--- src/rtl/mult_pkg.sv ---
// rtl/mult_pkg.sv - shared FSM encoding and counter-width helper for the sequential multiplier
//
// Purpose : state encoding constants, the FSM state type and the helper that
//           sizes the iteration counter.
// Ports   : none (package)

package mult_pkg;

    localparam logic [1:0] ST_IDLE = 2'd0;
    localparam logic [1:0] ST_RUN  = 2'd1;
    localparam logic [1:0] ST_DONE = 2'd2;

    typedef enum logic [1:0] {
        IDLE = ST_IDLE,
        RUN  = ST_RUN,
        DONE = ST_DONE
    } state_t;

    // The counter is loaded with WIDTH+1, so it needs room for values up to WIDTH+1.
    function automatic int cnt_width(input int width);
        return $clog2(width + 2);
    endfunction

endpackage

--- src/rtl/booth_step.sv ---
// rtl/booth_step.sv - one combinational radix-2 Booth iteration
//
// Purpose : given the accumulator {A, Q, q_1} and multiplicand M (both N bits
//           wide), add/subtract/skip M into A according to {Q[0], q_1}, then
//           arithmetic-shift the whole accumulator right by one.
// Ports   : acc      in  [2N:0]  current {A, Q, q_1}
//           m        in  [N-1:0] multiplicand (already extended)
//           acc_next out [2N:0]  accumulator after this step

module booth_step #(
    parameter int N = 33
) (
    input  logic [2*N:0] acc,
    input  logic [N-1:0] m,
    output logic [2*N:0] acc_next
);

    logic [N:0] hi;
    logic [N:0] m_ext;
    logic [N:0] sum;

    // The add/sub is done one bit wider than A so the true sign of the sum is
    // what gets shifted in; no intermediate overflow is possible.
    always_comb begin
        hi    = {acc[2*N], acc[2*N:N+1]};
        m_ext = {m[N-1], m};
        sum   = hi;
        case (acc[1:0])
            2'b01:   sum = hi + m_ext;
            2'b10:   sum = hi - m_ext;
            default: sum = hi;
        endcase
        // Dropping the old q_1 is the shift: new A = sum[N:1], new Q = {sum[0], Q[N-1:1]}, new q_1 = Q[0].
        acc_next = {sum, acc[N:1]};
    end

endmodule

--- src/rtl/seq_mult_param.sv ---
// rtl/seq_mult_param.sv - sequential radix-2 Booth multiplier, signed or unsigned
//
// Purpose : multiplies two WIDTH-bit operands in a fixed WIDTH+1 cycles,
//           producing the exact 2*WIDTH-bit product.
// Ports   : clk        in   clock, rising edge
//           rst        in   asynchronous active-low reset
//           start      in   request a multiply (ignored while busy)
//           is_signed  in   1 = two's-complement operands, 0 = unsigned
//           a, b       in   [WIDTH-1:0] multiplicand / multiplier
//           p          out  [2*WIDTH-1:0] product, held until next completion
//           busy       out  high while an operation runs
//           done       out  one-cycle pulse when p has just been updated

module seq_mult_param
    import mult_pkg::*;
#(
    parameter int WIDTH = 32,
    parameter int CNT_W = cnt_width(WIDTH)
) (
    input  logic                 clk,
    input  logic                 rst,
    input  logic                 start,
    input  logic                 is_signed,
    input  logic [WIDTH-1:0]     a,
    input  logic [WIDTH-1:0]     b,
    output logic [2*WIDTH-1:0]   p,
    output logic                 busy,
    output logic                 done
);

    // One extra bit lets both signed and unsigned operands be treated as signed.
    localparam int N     = WIDTH + 1;
    localparam int ACC_W = 2 * N + 1;

    state_t             state;
    logic [CNT_W-1:0]   cnt;
    logic [N-1:0]       m;
    logic [ACC_W-1:0]   acc;
    logic [ACC_W-1:0]   acc_next;
    logic [N-1:0]       a_ext;
    logic [N-1:0]       b_ext;

    assign a_ext = {is_signed & a[WIDTH-1], a};
    assign b_ext = {is_signed & b[WIDTH-1], b};

    booth_step #(.N(N)) u_step (
        .acc      (acc),
        .m        (m),
        .acc_next (acc_next)
    );

    always_ff @(posedge clk or negedge rst) begin
        if (!rst) begin
            state <= IDLE;
            cnt   <= '0;
            m     <= '0;
            acc   <= '0;
            p     <= '0;
            busy  <= 1'b0;
            done  <= 1'b0;
        end else begin
            case (state)
                IDLE, DONE: begin
                    done <= 1'b0;
                    if (start) begin
                        m     <= a_ext;
                        acc   <= {{N{1'b0}}, b_ext, 1'b0};
                        cnt   <= CNT_W'(N);
                        busy  <= 1'b1;
                        state <= RUN;
                    end else begin
                        state <= IDLE;
                    end
                end
                RUN: begin
                    acc <= acc_next;
                    cnt <= cnt - CNT_W'(1);
                    // cnt==1 means this edge performs the final step.
                    if (cnt == CNT_W'(1)) begin
                        p     <= acc_next[2*WIDTH:1];
                        done  <= 1'b1;
                        busy  <= 1'b0;
                        state <= DONE;
                    end
                end
                default: begin
                    busy  <= 1'b0;
                    done  <= 1'b0;
                    state <= IDLE;
                end
            endcase
        end
    end

endmodule

--- config.mk ---
export PLATFORM = sky130hd
export DESIGN_NAME = seq_mult_param
export DESIGN_NICKNAME = d
export VERILOG_FILES = /design/src/rtl/mult_pkg.sv /design/src/rtl/booth_step.sv /design/src/rtl/seq_mult_param.sv
export SDC_FILE = /design/constraint.sdc
export NUM_CORES = 1
export LEC_CHECK = 0
export CELL_PAD_IN_SITES_DETAIL_PLACEMENT = 0
export CELL_PAD_IN_SITES_GLOBAL_PLACEMENT = 1
export CORE_ASPECT_RATIO = 0.6
export CORE_MARGIN = 1
export CORE_UTILIZATION = 25
export CTS_CLUSTER_DIAMETER = 100
export CTS_CLUSTER_SIZE = 12
export DETAILED_ROUTE_END_ITERATION = 10
export PLACE_DENSITY = 0.67
export SLEW_MARGIN = 5
export SYNTH_ARGS = -nofsm -noshare
export SYNTH_HDL_FRONTEND = slang
export SYNTH_SLANG_ARGS = --single-unit
--- constraint.sdc ---
create_clock -name clk -period 4 [get_ports clk]
set_clock_uncertainty 0.05 [all_clocks]
set_input_delay 0.8 -clock clk [delete_from_list [all_inputs] [get_ports clk]]
set_output_delay 0.8 -clock clk [all_outputs]
set_load 0.05 [all_outputs]
=== Word level (Yosys, flattened, before mapping) ===
Index checks and enable logic that the tools add are counted.

* Add/sub/neg operators: 3
* Eq/ne operators: 8
* Mux-type cells: 13
* Bitwise logic cells: 2
* Reductions and logical operators: 8

{| class="wikitable"
|+ Operators by type and width
! cell !! number
|-
| case mux 67 bit (2 select lines) || 1
|-
| case mux 34 bit (2 select lines) || 1
|-
| 2-to-1 mux 67 bit || 1
|-
| adder 33 x 33 -> 34 bit || 1
|-
| subtractor 33 x 33 -> 34 bit || 1
|-
| case mux 6 bit (2 select lines) || 1
|-
| AND reduction 2 bit || 4
|-
| == test 6 x 1 -> 1 bit, second input constant || 1
|-
| 2-to-1 mux 6 bit || 1
|-
| subtractor 6 x 1 -> 6 bit, second input constant || 1
|-
| 2-to-1 mux 1 bit || 5
|-
| == test 2 x 1 -> 1 bit, second input constant || 2
|-
| == test 2 bit, second input constant || 2
|-
| != test 2 bit, second input constant || 2
|-
| case mux 2 bit (2 select lines) || 1
|-
| != test 3 x 1 -> 1 bit, second input constant || 1
|-
| AND reduction 3 bit || 1
|-
| bitwise AND 1 bit || 2
|-
| zero test 2 bit || 1
|-
| 2-to-1 mux 2 bit || 1
|-
| case mux 1 bit (2 select lines) || 1
|-
| nonzero test 2 bit || 1
|-
| OR reduction 2 bit || 1
|}

* Bits in registers: 174
* Input port bits: 68
* Logic and storage cells: 42

=== Longest topological paths before layout ===
* Word-level depth: 4
* Mapped depth: 19
* Mapped depth without buffers: 19

=== By module ===
From an unflattened synthesis, not the netlist that was laid out.

* Cell total of the unflattened synthesis: 1022
* Area, all modules: 10082.2 sq um

{| class="wikitable"
|+ Modules (own cells, without submodules)
! module !! times used !! cells an instance !! area an instance (sq um)
|-
| seq_mult_param || 1 || 540 || 6882.9
|-
| booth_step || 1 || 482 || 3199.3
|}

=== Least setup slack after synthesis ===
Ideal clock, no wire load.

* Path type: reg2reg
* Start: register m[3]
* End: register p[63]
* Setup time: 0.125 ns
* Arrival time: 3.865 ns
* Data required time: 3.825 ns
* Path slack: -0.040 ns
* Stages on the path, launching flop included: 20
* Path buffers: 0
* Clock period less this slack: 4.040 ns
* Cell sequence: dfrtp_1 or4_4 nor3_1 nand3b_1 nor3_1 nand2_1 nor2_1 nor2_1 xnor2_1 ha_1 and4_1 and2_1 a221o_1 nand3_1 o211a_1 o31ai_1 nor2_1 xor2_1 o21ai_0 mux2_2

* Cells in the longest elaborated chain, start to end: 2
* Elaborated cells between the ends (all ways): 3

{| class="wikitable"
|+ Ends and longest elaborated chain
! what !! RTL line !! source
|-
| start, declared || seq_mult_param.sv:37 || <nowiki>logic [N-1:0] m;</nowiki>
|-
| start signal, assigned || seq_mult_param.sv:66 || <nowiki>m <= a_ext;</nowiki>
|-
| subtractor 33 x 33 -> 34 bit or adder 33 x 33 -> 34 bit (tied branches) || booth_step.sv:30, booth_step.sv:29 ||
|-
| case mux 34 bit (2 select lines) (*) || booth_step.sv:28 || <nowiki>case (acc[1:0])</nowiki>
|-
| end signal, assigned || seq_mult_param.sv:80 || <nowiki>p <= acc_next[2*WIDTH:1];</nowiki>
|-
| end, declared || seq_mult_param.sv:26 || <nowiki>output logic [2*WIDTH-1:0] p,</nowiki>
|}

Every way passes the cells marked *; elsewhere a longest branch is shown, timed or not.
A chain may end at the register's enable or synchronous reset.

=== Final worst setup path ===
* Start: register m[3]
* End: register acc[62]

* Cells in the longest elaborated chain, start to end: 3
* Elaborated cells between the ends (all ways): 4

{| class="wikitable"
|+ Ends and longest elaborated chain
! what !! RTL line !! source
|-
| subtractor 33 x 33 -> 34 bit or adder 33 x 33 -> 34 bit (tied branches) || booth_step.sv:30, booth_step.sv:29 ||
|-
| case mux 34 bit (2 select lines) (*) || booth_step.sv:28 ||
|-
| case mux 67 bit (2 select lines) (*) || seq_mult_param.sv:62 || <nowiki>case (state)</nowiki>
|-
| end signal, assigned || seq_mult_param.sv:67 || <nowiki>acc <= {{N{1'b0}}, b_ext, 1'b0};</nowiki>
|-
| end signal, assigned || seq_mult_param.sv:76 || <nowiki>acc <= acc_next;</nowiki>
|-
| end, declared || seq_mult_param.sv:38 || <nowiki>logic [ACC_W-1:0] acc;</nowiki>
|}

Marked as above.

==> results.toml <==
[status]
status = "finished with violations"
violations = "setup timing"

[floorplanning]
dieWidth_um = 251
start_util_pct = 25.5
core.rowCount = 54
io_pins = 134
dieArea_sq_um = 38100
dieHeight_um = 152
core_sq_um = 36500

[global_route]
grt_max_degree = 77
gr-total-overflow = 0
grt_pass1_vias = 7876
grt.total_usage_pct = 16.2
grt_pass1_wl_mm = 46.9
antenna_found_initial = 0

[setup_path]
critPathRequiredTime_ps = 4290
worstSetupEndpointType = "register"
critPathLaunch = "m[3]$_DFFE_PN0P_"
critPathKind = "register to register"
reg2reg_from = "m[3]$_DFFE_PN0P_"
cp-start-kind = "register"
crit_arrival_ps = 4430
worstPathMaxFanout = 4

[clock_tree]
cts_tree = "yes"
clkSinkCount = 173
clkTransAtPathRegs_ps = 70
cts_root_buf = "clkbuf_16"
cts.htree.levels = 4
ctsHoldBuffers = 0
clockBufferDepth = 2
insertion_delay_ps = 450
cts_buffers = 17

[timing]
finalSetupViolCount = 17
fmax_mhz = 242
report.final.slew_viol_count = 0
layout_worst_path_cycle_share_pct = 104
slew_headroom_pct = 45.0
final_hold_viol_count = 0
worst_hold_slack_ps = 353
tightestPinTransition_ps = 823
period_minus_slack_ps = 4140
rsz0062_at_grt = "yes"
layout_setup_ws_ps = -141

[drt]
num_vias = 8240
routed-wl-met3_mm = 1.28
highest_layer = "met4"
wl_mm = 30.2
drtIter0Drc = 553
wire_per_inst_um = 16.8
drc_errors = 0
firstDrtPassIters = 5
met1_length_mm = 17.1
viasPerCell = 4.59
met2WireLength_mm = 11.5
drtAntennaViolNets = 0

[pwr]
power_density_nw_per_um2 = 806
p_leak_uw = 0.00621
peakVddDrop_v = 0.000385

[final_layout]
diodes = 0
fillers = 3742
final_cell_count_no_fill = 1796
drive_gt1_share_pct = 20.5
final_cell_mix = "nand2_1 (331), dfrtp_1 (173), buf_4 (134), clkdlybuf4s50_1 (132), nor2_1 (56)"
areaGrowthSynthToFinish_pct = 42.4
mostFrequentLayoutCell = "nand2_1"
nets = 1414
design_area_sq_um = 13300

[synth]
avgSynthCellArea_sq_um = 8.68
synth_nets = 1180
synth-main-ff-cell = "dfrtp_1"
yosysUniqueCellTypes = 57
ys_seq_elements = 173
async_reset_ff_share_pct = 100
netlist_instances = 1073
ys_warn_count = 0
yosysSeqAreaShare_pct = 46.5
synth_area_sq_um = 9320
synth_edf_count = 0

[place]
place_inst = 1752
placed_area_sq_um = 12000
place_congestion = 0.901
hpwl_mm = 21.8
portBuffers = 133

[run]
maxCapViolations = 0

[min_path]
hold_class = "input port to async pin"
## registers in the layout, summed over array words and instances, names as in the netlist
register and flops:
busy 1, state 1, done 1, acc 67
m 33, cnt 6, p 64
## what timing repair did
item                       4_1_cts  5_1_grt
setup endpoints to repair       34       39
pin swaps                       44       43
buffers inserted                 4        8
gates resized for setup         58       53
## cells in the mapped netlist, types with 4 or more instances
| library cell | count | share of area [%] |
|---|---|---|
| or3_1 | 8 | 0.54 |
| a21oi_1 | 60 | 3.2 |
| xor2_1 | 13 | 1.2 |
| and3_1 | 5 | 0.34 |
| nor2b_1 | 7 | 0.47 |
| o31ai_1 | 8 | 0.64 |
| buf_1 | 4 | 0.16 |
| a31oi_1 | 4 | 0.27 |
| mux2_2 | 14 | 1.7 |
| dfrtp_1 | 173 | 46 |
| nand2b_1 | 8 | 0.54 |
| a22oi_1 | 32 | 2.6 |
| nand3_1 | 23 | 1.2 |
| ha_1 | 38 | 5.1 |
| a21o_1 | 19 | 1.5 |
| nand2_1 | 332 | 13 |
| nor3_1 | 20 | 1.1 |
| xnor2_1 | 47 | 4.4 |
| o21ai_0 | 62 | 3.3 |
| clkbuf_1 | 51 | 2.1 |
| a211oi_1 | 5 | 0.40 |
| inv_1 | 13 | 0.52 |
| nor2_1 | 60 | 2.4 |
| a22o_1 | 20 | 1.9 |
## final timing paths
path,endpoint,slack [ps],depth (start not counted)
setup reg to reg,acc[62]$_DFFE_PN0P_,-140,22
setup / recovery,acc[62]$_DFFE_PN0P_,-140,22
max in group asynchronous,acc[45]$_DFFE_PN0P_,2680,2
min in group clk,p[17]$_DFFE_PN0P_,420,2
hold reg to reg,p[17]$_DFFE_PN0P_,420,2
hold / removal,m[25]$_DFFE_PN0P_,350,1
## routing by layer
metal | vias to the layer above | global-route usage, %
met3 | 21 | 4.00
met1 | 3923 | 25.7
met2 | 159 | 21.1
met4 | 0 | 3.81
li1 | 4137 | -
met5 | - | 0
## stage by stage
step	TNS, ps	total power (uW)	utilization (%)	setup WS [ps]
finish	-1140	10700	36.4	-141
CTS	-2440	10200	35.4	-244
floorplan	0	5800	-	2.33
global placement	-5990	7930	33.0	-378
global route	-6240	11500	36.4	-321
detailed placement	-7750	7940	33.0	-461
## critical path, cell delays in order (launching register included)
cell	delay (ps)
dfrtp_1	380
or4_4	580
nor3_4	150
nand3b_1	180
nor3_4	180
buf_4	130
a21oi_1	60
xnor2_1	180
buf_4	170
ha_4	210
buf_4	150
buf_4	130
nand3_2	70
nand2_1	60
a221o_1	310
nand3_2	60
o211a_1	210
buf_4	130
buf_4	100
o21ai_1	80
xnor2_1	140
o21ai_1	100
a22o_1	210
## cells by family after synthesis
kind of cell | after synthesis | share of synthesized area [%]
and+or+nand+nor | 482 | 21.9
AOI/OAI and AO/OA | 231 | 15.8
xor gates and xnor gates | 60 | 5.64
buffers and inverters | 71 | 2.89
DFF | 173 | 46.5
muxes | 17 | 2.01
adders and majority gates | 39 | 5.32
## power by group
group | total [uW] | switching, uW | internal, uW
clock | 1780 | 786 | 993
sequential | 2520 | 379 | 2140
combinational | 6400 | 3290 | 3110
total | 10700 | 4450 | 6240
## layout make-up
cell class | count | area [sq um] | area share, %
sequential | 173 | 4330 | 32.6
tap | 476 | 596 | 4.49
timing repair buffer | 272 | 2410 | 18.2
clock inverter | 12 | 161 | 1.22
inverter | 14 | 52.6 | 0.396
clock buffer | 20 | 437 | 3.29
multi-input combinational | 829 | 5280 | 39.8
(Power assumes the default switching activity.)
==> edit, RTL diff (same settings) <==
Put one more register stage on the output `p`, without a reset. The value now appears one clock later. The other outputs are not delayed to match. Comments in the files are not updated.
--- a/src/rtl/seq_mult_param.sv
+++ b/src/rtl/seq_mult_param.sv
@@ -32,6 +32,8 @@
     localparam int N     = WIDTH + 1;
     localparam int ACC_W = 2 * N + 1;
 
+    logic [2*WIDTH-1:0] p_s0;
+
     state_t             state;
     logic [CNT_W-1:0]   cnt;
     logic [N-1:0]       m;
@@ -55,7 +57,7 @@
             cnt   <= '0;
             m     <= '0;
             acc   <= '0;
-            p     <= '0;
+            p_s0  <= '0;
             busy  <= 1'b0;
             done  <= 1'b0;
         end else begin
@@ -77,7 +79,7 @@
                     cnt <= cnt - CNT_W'(1);
                     // cnt==1 means this edge performs the final step.
                     if (cnt == CNT_W'(1)) begin
-                        p     <= acc_next[2*WIDTH:1];
+                        p_s0  <= acc_next[2*WIDTH:1];
                         done  <= 1'b1;
                         busy  <= 1'b0;
                         state <= DONE;
@@ -92,5 +94,9 @@
         end
     end
 
+    always_ff @(posedge clk) begin
+        p <= p_s0;
+    end
+
 endmodule
 
Behaviour: no difference found for any inputs over 10 cycles, from zero or initial values and one cycle with rst low; that may be too few to reach the edited logic, so the function may still have changed.
==> edit against the unedited design <==
The flow still finishes with violations (setup timing). Sequential cell count increased by 64. Area after synthesis grew 17%. Setup slack improved by 0.0030 ns. Utilization down 1.4 points. Design area increased by 12%. Total power grew 16%. Routed wire length up 7.2%. Sequential power up 24%. Combinational power is 14% higher. Highest routed layer unchanged.
==> edit: results (changes against the unedited design) <==
Outcome - finished, violations left
Failing checks - setup timing
Share of layout cells above drive strength 1 - 0.170 (-0.0343)
Non-clock buffer area fraction after layout - 0.155 (-0.0270)
Maximum vdd drop - 0.360 mV (-6.7%)
Worst-Margin Slew - 0.871 ns (+0.0476 ns)
Met1 Use GR - 0.216 (-0.0409)
Register area - 5610 sq um (+30%)
Top cell category - registers
Mapped Nets - 1292 (+9.5%)
GRT Total Usage - 0.144 (-0.0177)
Arr. time, crit path - 4.49 ns (+0.06 ns)
Fill count - 4345 (+16%)
Final setup viols - 17 (unchanged)
Worst-skew pair later-pin latency - 0.53 ns (+0.08 ns)
Clock Path Buffers - 3 (+1)
Layout clock area frac - 0.0432 (-0.00186)
Ys async rst share - 0.730 (-0.270)
Via count - 9094 (+10%)
Clock buffers - 39 (+95%)
Metal3 WL - 1310 um (+2.3%)
Top post-synthesis cells by count - nand2_1 (336), dfrtp_1 (173), dfxtp_1 (64)
Buffers outside the clock class - 256 (-5.9%)
Global Route met2 Usage - 0.217 (+0.00631)
Static leakage - 6.70 nW (+8.0%)
Placed Instances - 1927 (+10%)
CTS sink count - 237 (+37%)
DRT iter0 DRCs - 562 (+1.6%)
Yosys cell types - 63 (+11%)
Worst setup margin - -0.138 ns (+0.00297 ns)
Worst r2r path cells - 16 (-27%)
Synth top area cells - dfrtp_1 (40%), dfxtp_1 (12%), nand2_1 (12%)
M1 WL - 16800 um (-1.8%)
Net Sw Frac - 0.408 (-0.00819)
Worst Setup EP - acc[66]$_DFFE_PN0P_
Fraction of area in multi-input gates - 0.370 (-0.0281)
Vias in the first global route - 8923 (+13%)
Placer Congestion - 0.852 (-5.4%)
Routed wl met2 - 13800 um (+20%)
# H-tree levels - 1 (-3)
Met3 Track Usage GR - 0.0259 (-0.0141)
Biggest regs - acc (67), p (64), p_s0 (64)
DRT Wirelength - 32400 um (+7.2%)
==> edit: power by group through the flow <==
stage / clock [mW] / sequential [mW] / combinational [mW]
detailed placement: 0 / 3.16 / 6.02
global route: 2.19 / 3.18 / 7.97
global placement: 0 / 3.15 / 5.97
finish: 2.00 / 3.12 / 7.27
CTS: 2.09 / 3.12 / 6.42
floorplan: 0 / 3.05 / 3.90
==> edit: cell families after synthesis <==
logic type	count (synthesis)	synth area share
DFF	237	0.516
AOI/OAI and AO/OA	251	0.149
muxes	14	0.0135
adders and majority gates	39	0.0456
buffers and inverters	87	0.0304
and+or+nand+nor	500	0.199
xor gates and xnor gates	57	0.0459
==> edit: timing repair <==
item / in CTS / in global routing
setup buffers: 8 / 12
pin swaps: 13 / 46
setup endpoints to repair: 18 / 38
resized for setup: 35 / 68
==> edit: per-stage QoR <==
stage | TNS [ns] | utilization | worst slack (ns) | hold WS (ns) | instance area, sq um
after detailed placement | -1.83 | 0.319 | -0.283 | 0.303 | 13500
after floorplan | -0.0111 | - | -0.0111 | 0.292 | 10900
after CTS | -0.578 | 0.340 | -0.111 | 0.239 | 14400
final | -1.18 | 0.350 | -0.138 | 0.218 | 14800
after global routing | -7.31 | 0.350 | -0.343 | 0.259 | 14800
after global placement | -1.19 | 0.319 | -0.295 | 0.304 | 13500
==> edit: worst max-delay path, stage by stage (launching register included) <==
cell and delay (ns):
dfrtp_1 0.38, or4_4 0.55, nor3_4 0.14, nand3b_1 0.22
nor2_1 0.16, nor2_1 0.06, xnor2_1 0.20, ha_1 0.29
a21o_1 0.25, a2111oi_4 0.29, o2bb2ai_1 0.17, nand3_2 0.11
a211o_1 0.37, o221ai_4 0.23, o31ai_4 0.11, nand4_1 0.09
or3b_1 0.34
